==> src/rtl/imem_loader.sv <==
// rtl/imem_loader.sv - boot-time byte-stream loader for the instruction memory.
// Optional trailer checksum enabled by defining IMEM_LOADER_CHECKSUM_EN.
module imem_loader #(
  parameter int unsigned WIDTH      = 32,
  parameter int unsigned ADDR_WIDTH = 32,
  parameter logic [31:0] NUM        = 32'h0000_4000,
  parameter logic [31:0] BASE_WORD  = 32'h0000_0C00
) (
  input  logic                  clk,
  input  logic                  rst,
  input  logic                  in_valid,
  input  logic [7:0]            in_data,
  output logic                  in_ready,
  output logic                  mem_we,
  output logic [ADDR_WIDTH-1:0] mem_addr,
  output logic [WIDTH-1:0]      mem_wdata,
  output logic                  cpu_hold,
  output logic                  done,
  output logic                  error,
  output logic [31:0]           words_written
);

`ifdef IMEM_LOADER_CHECKSUM_EN
  typedef enum logic [2:0] {S_HDR, S_LOAD, S_WRITE, S_CHK, S_DONE, S_ERR} state_t;
`else
  typedef enum logic [2:0] {S_HDR, S_LOAD, S_WRITE, S_DONE, S_ERR} state_t;
`endif

  localparam logic [31:0] MAX_WORDS = NUM - BASE_WORD;

  state_t                state_q, state_d;
  logic [31:0]           count_q, count_d;
  logic [23:0]           asm_q, asm_d;
  logic [1:0]            bcnt_q, bcnt_d;
  logic [31:0]           ww_q, ww_d;
  logic [ADDR_WIDTH-1:0] mem_addr_q, mem_addr_d;
  logic [WIDTH-1:0]      mem_wdata_q, mem_wdata_d;
  logic                  in_ready_q, in_ready_d;
  logic                  mem_we_q, mem_we_d;
  logic                  cpu_hold_q, cpu_hold_d;
  logic                  done_q, done_d;
  logic                  error_q, error_d;
`ifdef IMEM_LOADER_CHECKSUM_EN
  logic [31:0]           sum_q, sum_d;
`endif

  logic                  accept;
  logic                  last_byte;
  logic [31:0]           shifted;
  logic [31:0]           hdr_word;
  logic [ADDR_WIDTH-1:0] word_addr;

  always_comb begin
    accept    = in_valid && in_ready_q;
    last_byte = accept && (bcnt_q == 2'd3);
    shifted   = {asm_q, in_data};
    hdr_word  = {count_q[23:0], in_data};
    word_addr = ADDR_WIDTH'((BASE_WORD + ww_q) << 2);

    state_d     = state_q;
    count_d     = count_q;
    asm_d       = asm_q;
    bcnt_d      = accept ? bcnt_q + 2'd1 : bcnt_q;
    ww_d        = ww_q;
    mem_addr_d  = mem_addr_q;
    mem_wdata_d = mem_wdata_q;
`ifdef IMEM_LOADER_CHECKSUM_EN
    sum_d       = sum_q;
`endif

    case (state_q)
      S_HDR: begin
        if (accept) begin
          count_d = hdr_word;
          if (last_byte) begin
            if (hdr_word > MAX_WORDS) begin
              state_d = S_ERR;
            end else if (hdr_word == 32'd0) begin
`ifdef IMEM_LOADER_CHECKSUM_EN
              state_d = S_CHK;
`else
              state_d = S_DONE;
`endif
            end else begin
              state_d = S_LOAD;
            end
          end
        end
      end
      S_LOAD: begin
        if (accept) begin
          asm_d = shifted[23:0];
          if (last_byte) begin
            state_d     = S_WRITE;
            mem_addr_d  = word_addr;
            mem_wdata_d = WIDTH'(shifted);
          end
        end
      end
      S_WRITE: begin
        ww_d = ww_q + 32'd1;
`ifdef IMEM_LOADER_CHECKSUM_EN
        sum_d = sum_q + 32'(mem_wdata_q);
        state_d = (ww_d == count_q) ? S_CHK : S_LOAD;
`else
        state_d = (ww_d == count_q) ? S_DONE : S_LOAD;
`endif
      end
`ifdef IMEM_LOADER_CHECKSUM_EN
      S_CHK: begin
        if (accept) begin
          asm_d = shifted[23:0];
          if (last_byte) begin
            state_d = (shifted == sum_q) ? S_DONE : S_ERR;
          end
        end
      end
`endif
      default: state_d = state_q;
    endcase

    // Outputs are registered images of the next state, so they line up with it.
    in_ready_d = (state_d == S_HDR) || (state_d == S_LOAD)
`ifdef IMEM_LOADER_CHECKSUM_EN
                 || (state_d == S_CHK)
`endif
                 ;
    mem_we_d   = (state_d == S_WRITE);
    done_d     = (state_d == S_DONE);
    error_d    = (state_d == S_ERR);
    cpu_hold_d = (state_d != S_DONE);
  end

  always_ff @(posedge clk) begin
    if (rst) begin
      state_q     <= S_HDR;
      count_q     <= '0;
      asm_q       <= '0;
      bcnt_q      <= '0;
      ww_q        <= '0;
      mem_addr_q  <= '0;
      mem_wdata_q <= '0;
      in_ready_q  <= 1'b1;
      mem_we_q    <= 1'b0;
      cpu_hold_q  <= 1'b1;
      done_q      <= 1'b0;
      error_q     <= 1'b0;
`ifdef IMEM_LOADER_CHECKSUM_EN
      sum_q       <= '0;
`endif
    end else begin
      state_q     <= state_d;
      count_q     <= count_d;
      asm_q       <= asm_d;
      bcnt_q      <= bcnt_d;
      ww_q        <= ww_d;
      mem_addr_q  <= mem_addr_d;
      mem_wdata_q <= mem_wdata_d;
      in_ready_q  <= in_ready_d;
      mem_we_q    <= mem_we_d;
      cpu_hold_q  <= cpu_hold_d;
      done_q      <= done_d;
      error_q     <= error_d;
`ifdef IMEM_LOADER_CHECKSUM_EN
      sum_q       <= sum_d;
`endif
    end
  end

  assign in_ready      = in_ready_q;
  assign mem_we        = mem_we_q;
  assign mem_addr      = mem_addr_q;
  assign mem_wdata     = mem_wdata_q;
  assign cpu_hold      = cpu_hold_q;
  assign done          = done_q;
  assign error         = error_q;
  assign words_written = ww_q;

endmodule

==> config.mk <==
export PLATFORM = sky130hd
export DESIGN_NAME = imem_loader
export DESIGN_NICKNAME = d
export VERILOG_FILES = /design/src/rtl/imem_loader.sv
export SDC_FILE = /design/constraint.sdc
export NUM_CORES = 1
export LEC_CHECK = 0
export ABC_AREA = 1
export CAP_MARGIN = 20
export CORE_ASPECT_RATIO = 1.25
export CORE_MARGIN = 2
export CORE_UTILIZATION = 50
export DETAILED_ROUTE_END_ITERATION = 6
export GPL_TIMING_DRIVEN = 0
export HOLD_SLACK_MARGIN = 0.12
export PLACE_DENSITY = 0.85
export SYNTH_ARGS = -nofsm -noshare
export SYNTH_HDL_FRONTEND = slang
export SYNTH_SLANG_ARGS = --single-unit
==> constraint.sdc <==
create_clock -name clk -period 2.4 [get_ports clk]
set_input_delay 0.48 -clock clk [delete_from_list [all_inputs] [get_ports clk]]
set_output_delay 0.48 -clock clk [all_outputs]
set_load 0.005 [all_outputs]
==> key figures <==
Yosys
  – Top-count cell post-synth: nand2_1
  – Seq/Total Area, Yosys: approximately 41%
  – Ys async rst share: 0%
  – Top cells by count, synth: nand2_1, dfxtp_1, inv_1
  – EDFF count, synth: 0
  – Cell Area, Synth: 7750 µm²
  – Unique cell type count in the Yosys netlist: 36
  – Syn. warnings: 0
  – Top cell type's share of synthesized area: 41.3%
  – Synth top area cells: dfxtp_1, nand2_1, inv_1, o21ai_0, nor2_1
  – Gate count of the mapped netlist: 1138
  – Ys flop type: dfxtp_1
  – Dominant cell type by area after synthesis: dfxtp_1
  – #FFs+latches synth: 160
  – Avg Cell Area, Syn: 6.81 µm²

Critical path
  – Critical Path AT: 2.70 ns
  – Setup crit start kind: register
  – Crit path required time: ~2.7 ns
  – R2R depth: 14
  – Setup crit end kind: register
  – FF-to-FF setup slack: between 0.015 and 0.02 ns
  – Crit-path max FO: 7
  – Setup CP Type: register to register

Timing
  – Clock Skew: slightly below 0.008 ns
  – RSZ-0062 raised after global routing: true
  – Max-slew violations: 0
  – Final Setup Violations: 0
  – Setup TNS: 0 ns
  – Worst-margin pin slew: between 0.7 and 0.8 ns
  – Final min period: roughly 2.4 ns
  – Final Worst Setup Slack: 0.0193 ns
  – Final Hold Viols: 0
  – Crit share post-route: between 90% and 100%
  – Achievable Freq: 420 MHz
  – Rel. slew slack: 52.3%

Drt
  – Drt pass-1 iters: 6
  – DR WL/cell: approximately 17 µm
  – # DRC: 0
  – Via density: 5.58
  – Routed wire length: 26000 µm
  – DRT iter0 DRCs: 683
  – Post-route ant nets: 0
  – Vias post-DR: ~8400

Global route
  – GRT overflow: 0
  – Tot GR Track Use: 31.7%
  – First-pass GRT wire length: about 39000 µm
  – Largest net degree at the start of global routing: 17
  – GRT Max-Usage Layer: met2
  – M3 GR Usage: under 10%
  – Vias in the first global route: approximately 8000
  – Initial antenna violation count: 0
  – Grt met2 use: between 50% and 60%
  – Met1 usage: 34.4%

Floorplan
  – Die area: between 15000 and 20000 µm²
  – Std-Cell Core Area: ~15000 µm²
  – Initial core utilization: roughly half
  – Die width: around 120 µm
  – FP Rows: 50
  – I/O pin count: around 110
  – Die Y-Extent: ~140 µm

Place
  – Gp weighted congestion: between 0.9 and 1
  – I/O Buffers: around 110
  – HPWL after DPL: 19400 µm
  – Pre-CTS WS: -0.565 ns

Worst hold path
  – Hold depth: 2
  – Hold WC Path Type: register to register

Finish
  – Share of layout cells above drive strength 1: under 10%
  – Synth-to-layout area growth: 27.4%
  – N_diodes: 0
  – # nets final: 1291

Run
  – Max Cap Violations: 0

Power
  – P per Cell Area: around 630 nW/µm²
  – Leakage: a little over 4 nW
  – Max IR drop VDD: approximately 0.41 mV
  – Total power: 6.21 mW

Clocking
  – TritonCTS Sinks: 160
  – Number of H-tree levels: 4
  – Hold Buf Count CTS: 0
  – Clk root buf: clkbuf_16
  – CTS tree: built
  – Clk slew on worst S/H paths: 0.07 ns
  – Worst skew pair latency: around 0.45 ns
  – Cts bufs inserted: 17
  – Clock buffer depth: 2

Outcome
  – Status: completed
metrics by stage:
step / cells / util (%) / hold WS [ns] / instance area [µm²]
floorplan: 1139 / - / 0.441 / 7750
global placement: 1456 / 60.4 / 0.453 / 9100
detailed placement: 1456 / 60.4 / 0.456 / 9100
CTS: 1488 / 64.4 / 0.466 / 9710
global route: 1497 / 65.5 / 0.483 / 9870
finish: 1497 / 65.5 / 0.465 / 9870
power by group:
part           leakage [nW]  switching, mW  total [mW]  internal [mW]
sequential             1.31          0.114        2.87           2.75
clock                 0.285           1.22        2.70           1.47
combinational          2.50          0.409       0.646          0.237
total                  4.09           1.75        6.21           4.46
placed cells by master (no fill, tap or decap), drive strengths merged:
master and instances:
nand2 222, inv 160, dfxtp 160, nor2 155, o21ai 112, clkdlybuf4s50 109
a21oi 102, nand3 85, clkbuf 59, buf 34, a211oi 23, xor2 17
o211ai 11, nand4 9, nor4 5, clkinv 5, ha 4, nor3 3
o221ai 3, o21bai 2, and2 2, conb 2, xnor3 1, o31ai 1
nand3b 1, xnor2 1, bufinv 1
worst paths after layout:
path	startpoint	endpoint
setup / recovery	state_q[2]	cpu_hold
hold / removal	asm_q[21]	asm_q[21]
setup reg to reg	state_q[2]	cpu_hold
hold reg to reg	asm_q[21]	asm_q[21]
logic make-up after synthesis:
group / share of synthesized area (%)
AOI/OAI and AO/OA: 17.7
xor gates and xnor gates: 2.33
adders and majority gates: 0.646
buffers and inverters: 11.4
DFF: 41.3
other: 0.0484
and+or+nand+nor: 26.5
what timing repair did:
item	4_1_cts	5_1_grt
gates resized for setup	11	39
cloned	0	1
pin swaps	1	8
endpoints found under the setup margin	15	7
buffers inserted	0	8
registers in the layout, indices dropped and copies added (netlist names):
signal	flops
words_written	32
in_ready	1
error	1
cpu_hold	1
state_q	3
bcnt_q	2
done	1
mem_we	1
asm_q	24
mem_addr	30
mem_wdata	32
count_q	32
per-layer routing:
layer / routed length [µm] / vias up
li1: - / 3954
met1: 9300 / 3796
met2: 12500 / 471
met3: 2250 / 129
met4: 1920 / 0
met5: 0 / -
layout make-up:
class	instances	area (µm²)
inverter	153	576
multi-input combinational	761	3760
timing repair buffer	118	1160
clock buffer	19	433
tap	208	260
buffer	65	308
fill	1296	5200
sequential	160	3230
clock inverter	13	148
critical path, cell delays in order, from the launching register on:
cell and delay [ns]:
dfxtp_1 0.32, inv_1 0.07, nand2_1 0.05, nor2_1 0.44, nand3_1 0.17, nor2_1 0.20, nand3_1 0.10, nor2_1 0.16
nand2_1 0.09, nor2_1 0.09, nand2_1 0.06, nor2_1 0.13, nand3_2 0.16, nand2_4 0.14, nand3_2 0.09
Note: power is estimated with default switching activity, not from simulation.
